$ cat src/rtl/temporal_pkg.sv
// temporal_pkg: shared definitions for the edge-coded temporal pipeline.
// Holds the gamma-cycle phase type, the time-value width function, the
// "never fires" time constant and the idle-level helper. The encoder and the
// downstream decoder both import this package.
package temporal_pkg;

    // Gamma-cycle phase: SET clears downstream latches, COMPUTE carries edges.
    typedef enum logic [0:0] {
        PH_SET     = 1'b0,
        PH_COMPUTE = 1'b1
    } phase_t;

    // All-ones time value. Any time >= the window length never fires.
    // Users slice it down to their own time width.
    localparam logic [31:0] TIME_INF = 32'hFFFF_FFFF;

    // Width of one time value for a window of len clocks. The extra bit
    // leaves room for values at or beyond the window end (infinity).
    function automatic int time_w(input int len);
        return $clog2(len) + 1;
    endfunction

    // Level a channel rests at before its edge: low for rising edges,
    // high for falling edges.
    function automatic logic idle_level(input logic falling);
        return falling ? 1'b1 : 1'b0;
    endfunction

endpackage

$ cat src/rtl/temporal_encoder_gamma_cycle_timer.sv
// gamma_cycle_timer: phase/counter state machine for one gamma cycle.
// Runs SET for PULSE_WIDTH clocks, then COMPUTE for GAMMA_CYCLE_WIDTH clocks,
// forever. Its state runs one clock ahead of the encoder's registered outputs:
// the state held here is the cycle the encoder outputs will show after the
// next clock edge. Reset parks it at SET index 0, so the first clock after
// reset releases shows SET cycle 0 on the encoder outputs.
// Ports:
//   clk, reset   clock and synchronous active-high reset
//   phase        phase of the upcoming output cycle
//   k            compute index of the upcoming cycle (0 outside COMPUTE)
//   gamma_start  upcoming cycle is the first SET cycle
//   gamma_done   upcoming cycle is the last COMPUTE cycle
//   load_now     the current output cycle is the last SET cycle
module gamma_cycle_timer
    import temporal_pkg::*;
#(
    parameter int GAMMA_CYCLE_WIDTH = 16,
    parameter int PULSE_WIDTH       = 8,
    localparam int TIME_W           = time_w(GAMMA_CYCLE_WIDTH)
) (
    input  logic              clk,
    input  logic              reset,
    output phase_t            phase,
    output logic [TIME_W-1:0] k,
    output logic              gamma_start,
    output logic              gamma_done,
    output logic              load_now
);

    localparam int MAX_LEN = (PULSE_WIDTH > GAMMA_CYCLE_WIDTH) ? PULSE_WIDTH : GAMMA_CYCLE_WIDTH;
    localparam int CNT_W   = time_w(MAX_LEN);
    localparam logic [CNT_W-1:0] SET_LAST = CNT_W'(PULSE_WIDTH - 1);
    localparam logic [CNT_W-1:0] CMP_LAST = CNT_W'(GAMMA_CYCLE_WIDTH - 1);
    localparam logic [CNT_W-1:0] CNT_ZERO = {CNT_W{1'b0}};
    localparam logic [CNT_W-1:0] CNT_ONE  = CNT_W'(1);

    phase_t           phase_r;
    phase_t           phase_nxt_s;
    logic [CNT_W-1:0] cnt_r;
    logic [CNT_W-1:0] cnt_nxt_s;

    // State register: phase and in-phase counter.
    always_ff @(posedge clk) begin
        if (reset) begin
            phase_r <= PH_SET;
            cnt_r   <= CNT_ZERO;
        end else begin
            phase_r <= phase_nxt_s;
            cnt_r   <= cnt_nxt_s;
        end
    end

    // Next-state logic: the counter wraps only at the end of each phase.
    always_comb begin
        phase_nxt_s = phase_r;
        cnt_nxt_s   = cnt_r + CNT_ONE;
        case (phase_r)
            PH_SET: begin
                if (cnt_r == SET_LAST) begin
                    phase_nxt_s = PH_COMPUTE;
                    cnt_nxt_s   = CNT_ZERO;
                end else begin
                    phase_nxt_s = PH_SET;
                end
            end
            PH_COMPUTE: begin
                if (cnt_r == CMP_LAST) begin
                    phase_nxt_s = PH_SET;
                    cnt_nxt_s   = CNT_ZERO;
                end else begin
                    phase_nxt_s = PH_COMPUTE;
                end
            end
            default: begin
                phase_nxt_s = PH_SET;
                cnt_nxt_s   = CNT_ZERO;
            end
        endcase
    end

    // Output decode of the lookahead state.
    always_comb begin
        phase       = phase_r;
        k           = {TIME_W{1'b0}};
        gamma_start = 1'b0;
        gamma_done  = 1'b0;
        load_now    = 1'b0;
        if (phase_r == PH_COMPUTE) begin
            k          = cnt_r[TIME_W-1:0];
            gamma_done = (cnt_r == CMP_LAST);
            // Upcoming cycle is COMPUTE 0, so the current one is the last SET cycle.
            load_now   = (cnt_r == CNT_ZERO);
        end else begin
            gamma_start = (cnt_r == CNT_ZERO);
        end
    end

endmodule

$ cat src/rtl/temporal_encoder.sv
// temporal_encoder: converts binary time values into per-channel temporal
// edges inside a gamma cycle. Each gamma cycle is a SET phase (set_out high,
// edges idle) followed by a COMPUTE window in which channel ch leaves its idle
// level at compute index t[ch] and stays there until the next SET phase.
// One vector is accepted per gamma cycle through a one-deep pending buffer,
// which is moved into the active registers on the last SET cycle.
// Ports:
//   clk, reset    clock and synchronous active-high reset
//   in_valid      input vector valid
//   in_ready      encoder can accept a vector this cycle (combinational)
//   in_time       packed edge times, channel 0 in the LSBs
//   set_out       latch-clear pulse for downstream comparators
//   edge_out      edge-coded channel outputs
//   gamma_start   one-cycle pulse on the first SET cycle
//   gamma_done    one-cycle pulse on the last COMPUTE cycle
//   cycle_loaded  current COMPUTE window carries real data
module temporal_encoder
    import temporal_pkg::*;
#(
    parameter int GAMMA_CYCLE_WIDTH = 16,
    parameter int PULSE_WIDTH       = 8,
    parameter int NUM_CH            = 2,
    parameter int FALLING           = 0,
    localparam int TIME_W           = time_w(GAMMA_CYCLE_WIDTH)
) (
    input  logic                     clk,
    input  logic                     reset,
    input  logic                     in_valid,
    output logic                     in_ready,
    input  logic [NUM_CH*TIME_W-1:0] in_time,
    output logic                     set_out,
    output logic [NUM_CH-1:0]        edge_out,
    output logic                     gamma_start,
    output logic                     gamma_done,
    output logic                     cycle_loaded
);

    localparam logic              IDLE     = idle_level(FALLING != 0);
    localparam logic [NUM_CH-1:0] IDLE_VEC = {NUM_CH{IDLE}};

    phase_t                     tmr_phase_s;
    logic [TIME_W-1:0]          tmr_k_s;
    logic                       tmr_start_s;
    logic                       tmr_done_s;
    logic                       load_now_s;

    logic [NUM_CH*TIME_W-1:0]   pending_r;
    logic                       pending_full_r;
    logic [NUM_CH*TIME_W-1:0]   active_r;
    logic                       cycle_loaded_r;

    logic                       in_ready_s;
    logic                       accept_s;
    logic                       pending_full_nxt_s;
    logic                       loaded_nxt_s;
    logic [NUM_CH*TIME_W-1:0]   time_nxt_s;
    logic [NUM_CH-1:0]          edge_nxt_s;

    gamma_cycle_timer #(
        .GAMMA_CYCLE_WIDTH (GAMMA_CYCLE_WIDTH),
        .PULSE_WIDTH       (PULSE_WIDTH)
    ) u_timer (
        .clk         (clk),
        .reset       (reset),
        .phase       (tmr_phase_s),
        .k           (tmr_k_s),
        .gamma_start (tmr_start_s),
        .gamma_done  (tmr_done_s),
        .load_now    (load_now_s)
    );

    // Handshake and buffer control. On the last SET cycle the pending slot
    // empties into the active registers, so it can take a new vector that
    // same cycle.
    always_comb begin
        in_ready_s         = (!reset) && ((!pending_full_r) || load_now_s);
        accept_s           = in_valid && in_ready_s;
        pending_full_nxt_s = pending_full_r;
        if (load_now_s) begin
            pending_full_nxt_s = accept_s;
        end else if (accept_s) begin
            pending_full_nxt_s = 1'b1;
        end else begin
            pending_full_nxt_s = pending_full_r;
        end
    end

    // Window data for the upcoming cycle. On the load edge the comparators
    // must already see the pending vector so that t=0 fires at compute index 0.
    always_comb begin
        loaded_nxt_s = cycle_loaded_r;
        time_nxt_s   = active_r;
        if (tmr_phase_s == PH_SET) begin
            loaded_nxt_s = 1'b0;
        end else if (load_now_s) begin
            loaded_nxt_s = pending_full_r;
            time_nxt_s   = pending_r;
        end else begin
            loaded_nxt_s = cycle_loaded_r;
        end
    end

    // Per-channel comparators: a channel is non-idle once k reaches its time.
    // k never exceeds G-1, so any time >= G never fires.
    always_comb begin
        edge_nxt_s = IDLE_VEC;
        for (int ch = 0; ch < NUM_CH; ch++) begin
            if (loaded_nxt_s && (tmr_phase_s == PH_COMPUTE) &&
                (tmr_k_s >= time_nxt_s[ch*TIME_W +: TIME_W])) begin
                edge_nxt_s[ch] = ~IDLE;
            end else begin
                edge_nxt_s[ch] = IDLE;
            end
        end
    end

    // Buffer registers and registered outputs.
    always_ff @(posedge clk) begin
        if (reset) begin
            pending_r      <= {(NUM_CH*TIME_W){1'b0}};
            pending_full_r <= 1'b0;
            active_r       <= {(NUM_CH*TIME_W){1'b0}};
            cycle_loaded_r <= 1'b0;
            set_out        <= 1'b0;
            edge_out       <= IDLE_VEC;
            gamma_start    <= 1'b0;
            gamma_done     <= 1'b0;
        end else begin
            if (load_now_s && pending_full_r) begin
                active_r <= pending_r;
            end
            if (accept_s) begin
                pending_r <= in_time;
            end
            pending_full_r <= pending_full_nxt_s;
            cycle_loaded_r <= loaded_nxt_s;
            set_out        <= (tmr_phase_s == PH_SET);
            edge_out       <= edge_nxt_s;
            gamma_start    <= tmr_start_s;
            gamma_done     <= tmr_done_s;
        end
    end

    assign in_ready     = in_ready_s;
    assign cycle_loaded = cycle_loaded_r;

endmodule

$ cat config.mk
export PLATFORM = sky130hd
export DESIGN_NAME = temporal_encoder
export DESIGN_NICKNAME = d
export VERILOG_FILES = /design/src/rtl/temporal_pkg.sv /design/src/rtl/temporal_encoder_gamma_cycle_timer.sv /design/src/rtl/temporal_encoder.sv
export SDC_FILE = /design/constraint.sdc
export NUM_CORES = 1
export LEC_CHECK = 0
export CAP_MARGIN = 10
export CORE_ASPECT_RATIO = 1.25
export CORE_MARGIN = 2
export CORE_UTILIZATION = 49
export DETAILED_ROUTE_END_ITERATION = 8
export PLACE_DENSITY_LB_ADDON = 0.08
export SLEW_MARGIN = 20
export SYNTH_ARGS = -nofsm -noshare
export SYNTH_HDL_FRONTEND = slang
export SYNTH_HIERARCHICAL = 1
export SYNTH_SLANG_ARGS = --single-unit
$ cat constraint.sdc
create_clock -name clk -period 2.9 [get_ports clk]
set_input_delay 0.435 -clock clk [delete_from_list [all_inputs] [get_ports clk]]
set_output_delay 0.435 -clock clk [all_outputs]
set_load 0.05 [all_outputs]
==> flow_summary.toml <==
[synthesis]
yosys_most_used_dff = "dfxtp_1"
postSynth.asyncResetShare_pct = 0
synth_edf_count = 0
synthTopCellsByArea = "dfxtp_1 (41%), ha_1 (10%), nand2_1 (7.7%), mux2i_1 (5.6%), nand2b_1 (4.7%)"
syn_avg_cell_area_um2 = 8.84
ys_ff_latch = 33
mappedNetlistNets = 207
count_of_mapped_cells_out_of_synthesis = 181
synth_sequential_area_ratio_pct = 41.3
synth.distinct_cells = 29
netlist.top_cell.by_area = "dfxtp_1"
synthTopCellsByCount = "dfxtp_1 (33), nand2_1 (33), ha_1 (13), nor2_1 (13), o21ai_1 (13)"
synth.yosys.warnings = 6
synth_largest_type_area_fraction_pct = 41.3
synth_area_mm2 = 0.00160

[global_route]
gr-usage-all-layers_pct = 19.2
maximum_number_of_pins_on_one_net_before_global_route_repair = 21
antenna_found_initial = 0
global_route.overflow_total = 0
global_route_wire_length_before_repair_mm = 4.93
first_global_vias = 1129

[timing]
grt_setup_unrepaired = "false"
timing.final.max_slew_violations = 0
timing_worst_slew_pin_value_ns = 0.497
finalSetupViolCount = 0
finClkSkew_ns = 0.00329
fin_setup_tns_ns = 0
fmax_ghz = 0.402
finalCritPeriodShare_pct = 85.8
worst_hold_slack_ns = 0.458
timing.max_slew.rel_slack_pct = 66.8
timing_hold_violations_final = 0
fin_crit_ns = 2.49

[detailed_routing]
drt-pass1-iter-count = 4
via_count = 1249
antenna_left = 0
drt_iter0_markers = 8
drt-wirelength-per-cell_um = 12.9
post_drt_via_cell_ratio = 5.20
post-route-drc-count = 0
wl_mm = 3.10

[placement]
placement.cell_area_mm2 = 0.00181
detailedPlacementHpwl_mm = 2.37
gp_congestion = 0.797
portBuffers = 19

[power]
static-leakage-power_nw = 0.771
power-per-cell-area_mw_per_mm2 = 473
vdd.ir_drop.worst_v = 0.000343

[cells_and_area]
drive_above_1_share_pct = 10.8
nNetsFinal = 228
area_delta_synth_final_pct = 18.8
layout.filler_cells = 304
antennaDiodeCount = 0
postLayoutCellArea_mm2 = 0.00190

[critical_path]
required_ns = 3.07
critical_path_class = "register to register"
cp-start-kind = "register"
critical_path_arrival_ns = 2.66
crit_path_end_kind = "register"
worst-path-max-fanout = 10

[clock_network]
cts_inserted_buffers = 5
ctsLongestPathBuffers = 2
post_cts_resized = 0
cts-root-buf = "clkbuf_8"
post_cts_buffers = 0
cts_num_sinks = 33
cts.hold.buffers_added = 0
h-tree-depth = 2
clk_latency_ns = 0.28
cts.clk_slew.worst_paths_ns = 0.07
tritoncts = "done"

[floorplan]
ios = 20
start_util_pct = 50.6
design.die.area_mm2 = 0.00374
design.core.area_mm2 = 0.00317
floorplan.die.height_um = 67.9
floorplan.die.width_um = 55.1
number_of_core_rows = 23

[min_path]
min-delay-path-class = "register to register"

[outcome]
status = "finished clean"

[run]
cap_violations = 0
## where the power goes
group / leakage, nW / internal, mW / switching (mW)
Sequential: 0.269 / 0.470 / 0.0157
Clock: 0.0439 / 0.165 / 0.170
Combinational: 0.458 / 0.0394 / 0.0388
Total: 0.771 / 0.675 / 0.225
## cells by family after synthesis
family | after synthesis | synth area share [%]
flops | 33 | 41.3
fa+ha+maj | 13 | 10.2
xor+xnor | 3 | 1.64
simple gates | 75 | 23.7
mux | 11 | 7.04
compound gates | 32 | 11.9
buf+inv | 14 | 4.30
## cell usage in the layout (no fill, tap or decap)
cell type        synthesis  final
dfxtp_1                 33     33
o21ai_1                 13     13
nand2_1                 33     33
clkdlybuf4s50_1          0     18
ha_1                    13     13
a21oi_1                 11     11
xor2_1                   2      2
a32oi_1                  1      1
inv_1                    5      5
nand3_1                  2      2
nor2b_1                  2      2
nor2b_2                  1      1
nand3b_2                 1      1
nand2_2                  1      1
mux2i_1                  9      9
and2_1                   5      5
buf_4                    2      5
a211o_1                  2      2
nor2_2                   1      1
clkinvlp_4               0      1
nor3b_2                  2      2
and4b_1                  1      1
clkbuf_8                 0      5
nand2b_1                12     12
nor4bb_1                 1      1
xnor2_1                  1      1
a21oi_2                  2      2
o211ai_1                 2      2
clkinv_2                 0      2
nor2_1                  13     13
mux2_1                   2      2
o21bai_2                 1      1
## stage by stage
stage / instances / setup WS (ns) / util (%) / power (mW)
floorplan: 181 / 0.523 / - / 0.541
global placement: 232 / 0.477 / 57.3 / 0.573
detailed placement: 232 / 0.402 / 57.3 / 0.575
CTS: 240 / 0.391 / 60.0 / 0.911
global route: 240 / 0.216 / 60.0 / 0.937
finish: 240 / 0.411 / 60.0 / 0.900
## path summary, 6_finish.rpt
check | startpoint | end | depth (start not counted) | slack (ns)
setup / recovery | u_timer/cnt_r[0]$_SDFF_PP0_ | edge_out[1]$_SDFF_PP0_ | 10 | 0.41
hold / removal | active_r[7]$_SDFFE_PP0P_ | active_r[7]$_SDFFE_PP0P_ | 2 | 0.46
setup reg to reg | u_timer/cnt_r[0]$_SDFF_PP0_ | edge_out[1]$_SDFF_PP0_ | 10 | 0.41
hold reg to reg | active_r[7]$_SDFFE_PP0P_ | active_r[7]$_SDFFE_PP0P_ | 2 | 0.46
## routing by layer
metal  routed length [um]  up-vias  global-route usage [%]
li1                     -      651                       -
met1                 1310      573                    21.6
met2                 1610       19                    31.7
met3                  104        6                    5.46
met4                   72        0                    11.0
met5                    0        -                       0
## registers in the layout, summed over array words and instances, names as in the netlist
signal,cells
active_r,10
pending_r,10
u_timer/cnt_r,5
edge_out,2
cycle_loaded,1
gamma_done,1
gamma_start,1
pending_full_r,1
set_out,1
u_timer/phase,1
## area by class of cell
type | instances | area [um2] | share of cell area, %
inverters | 5 | 18.8 | 0.987
clock inverters | 3 | 17.5 | 0.922
well taps | 37 | 46.3 | 2.44
clock buffers | 5 | 68.8 | 3.62
flip-flops and latches | 33 | 661 | 34.8
repair buffers | 23 | 218 | 11.5
multi-input cells | 134 | 871 | 45.8
## critical path: stages (launching register included)
cell and delay, ns:
dfxtp_1 0.39, inv_1 0.06, ha_1 0.20, and4b_1 0.24, nand2_2 0.26, mux2_1 0.36
ha_1 0.26, nand2b_1 0.14, a211o_1 0.29, o211ai_1 0.10, a21oi_2 0.07
No activity file was read; power rests on OpenSTA's default activity.
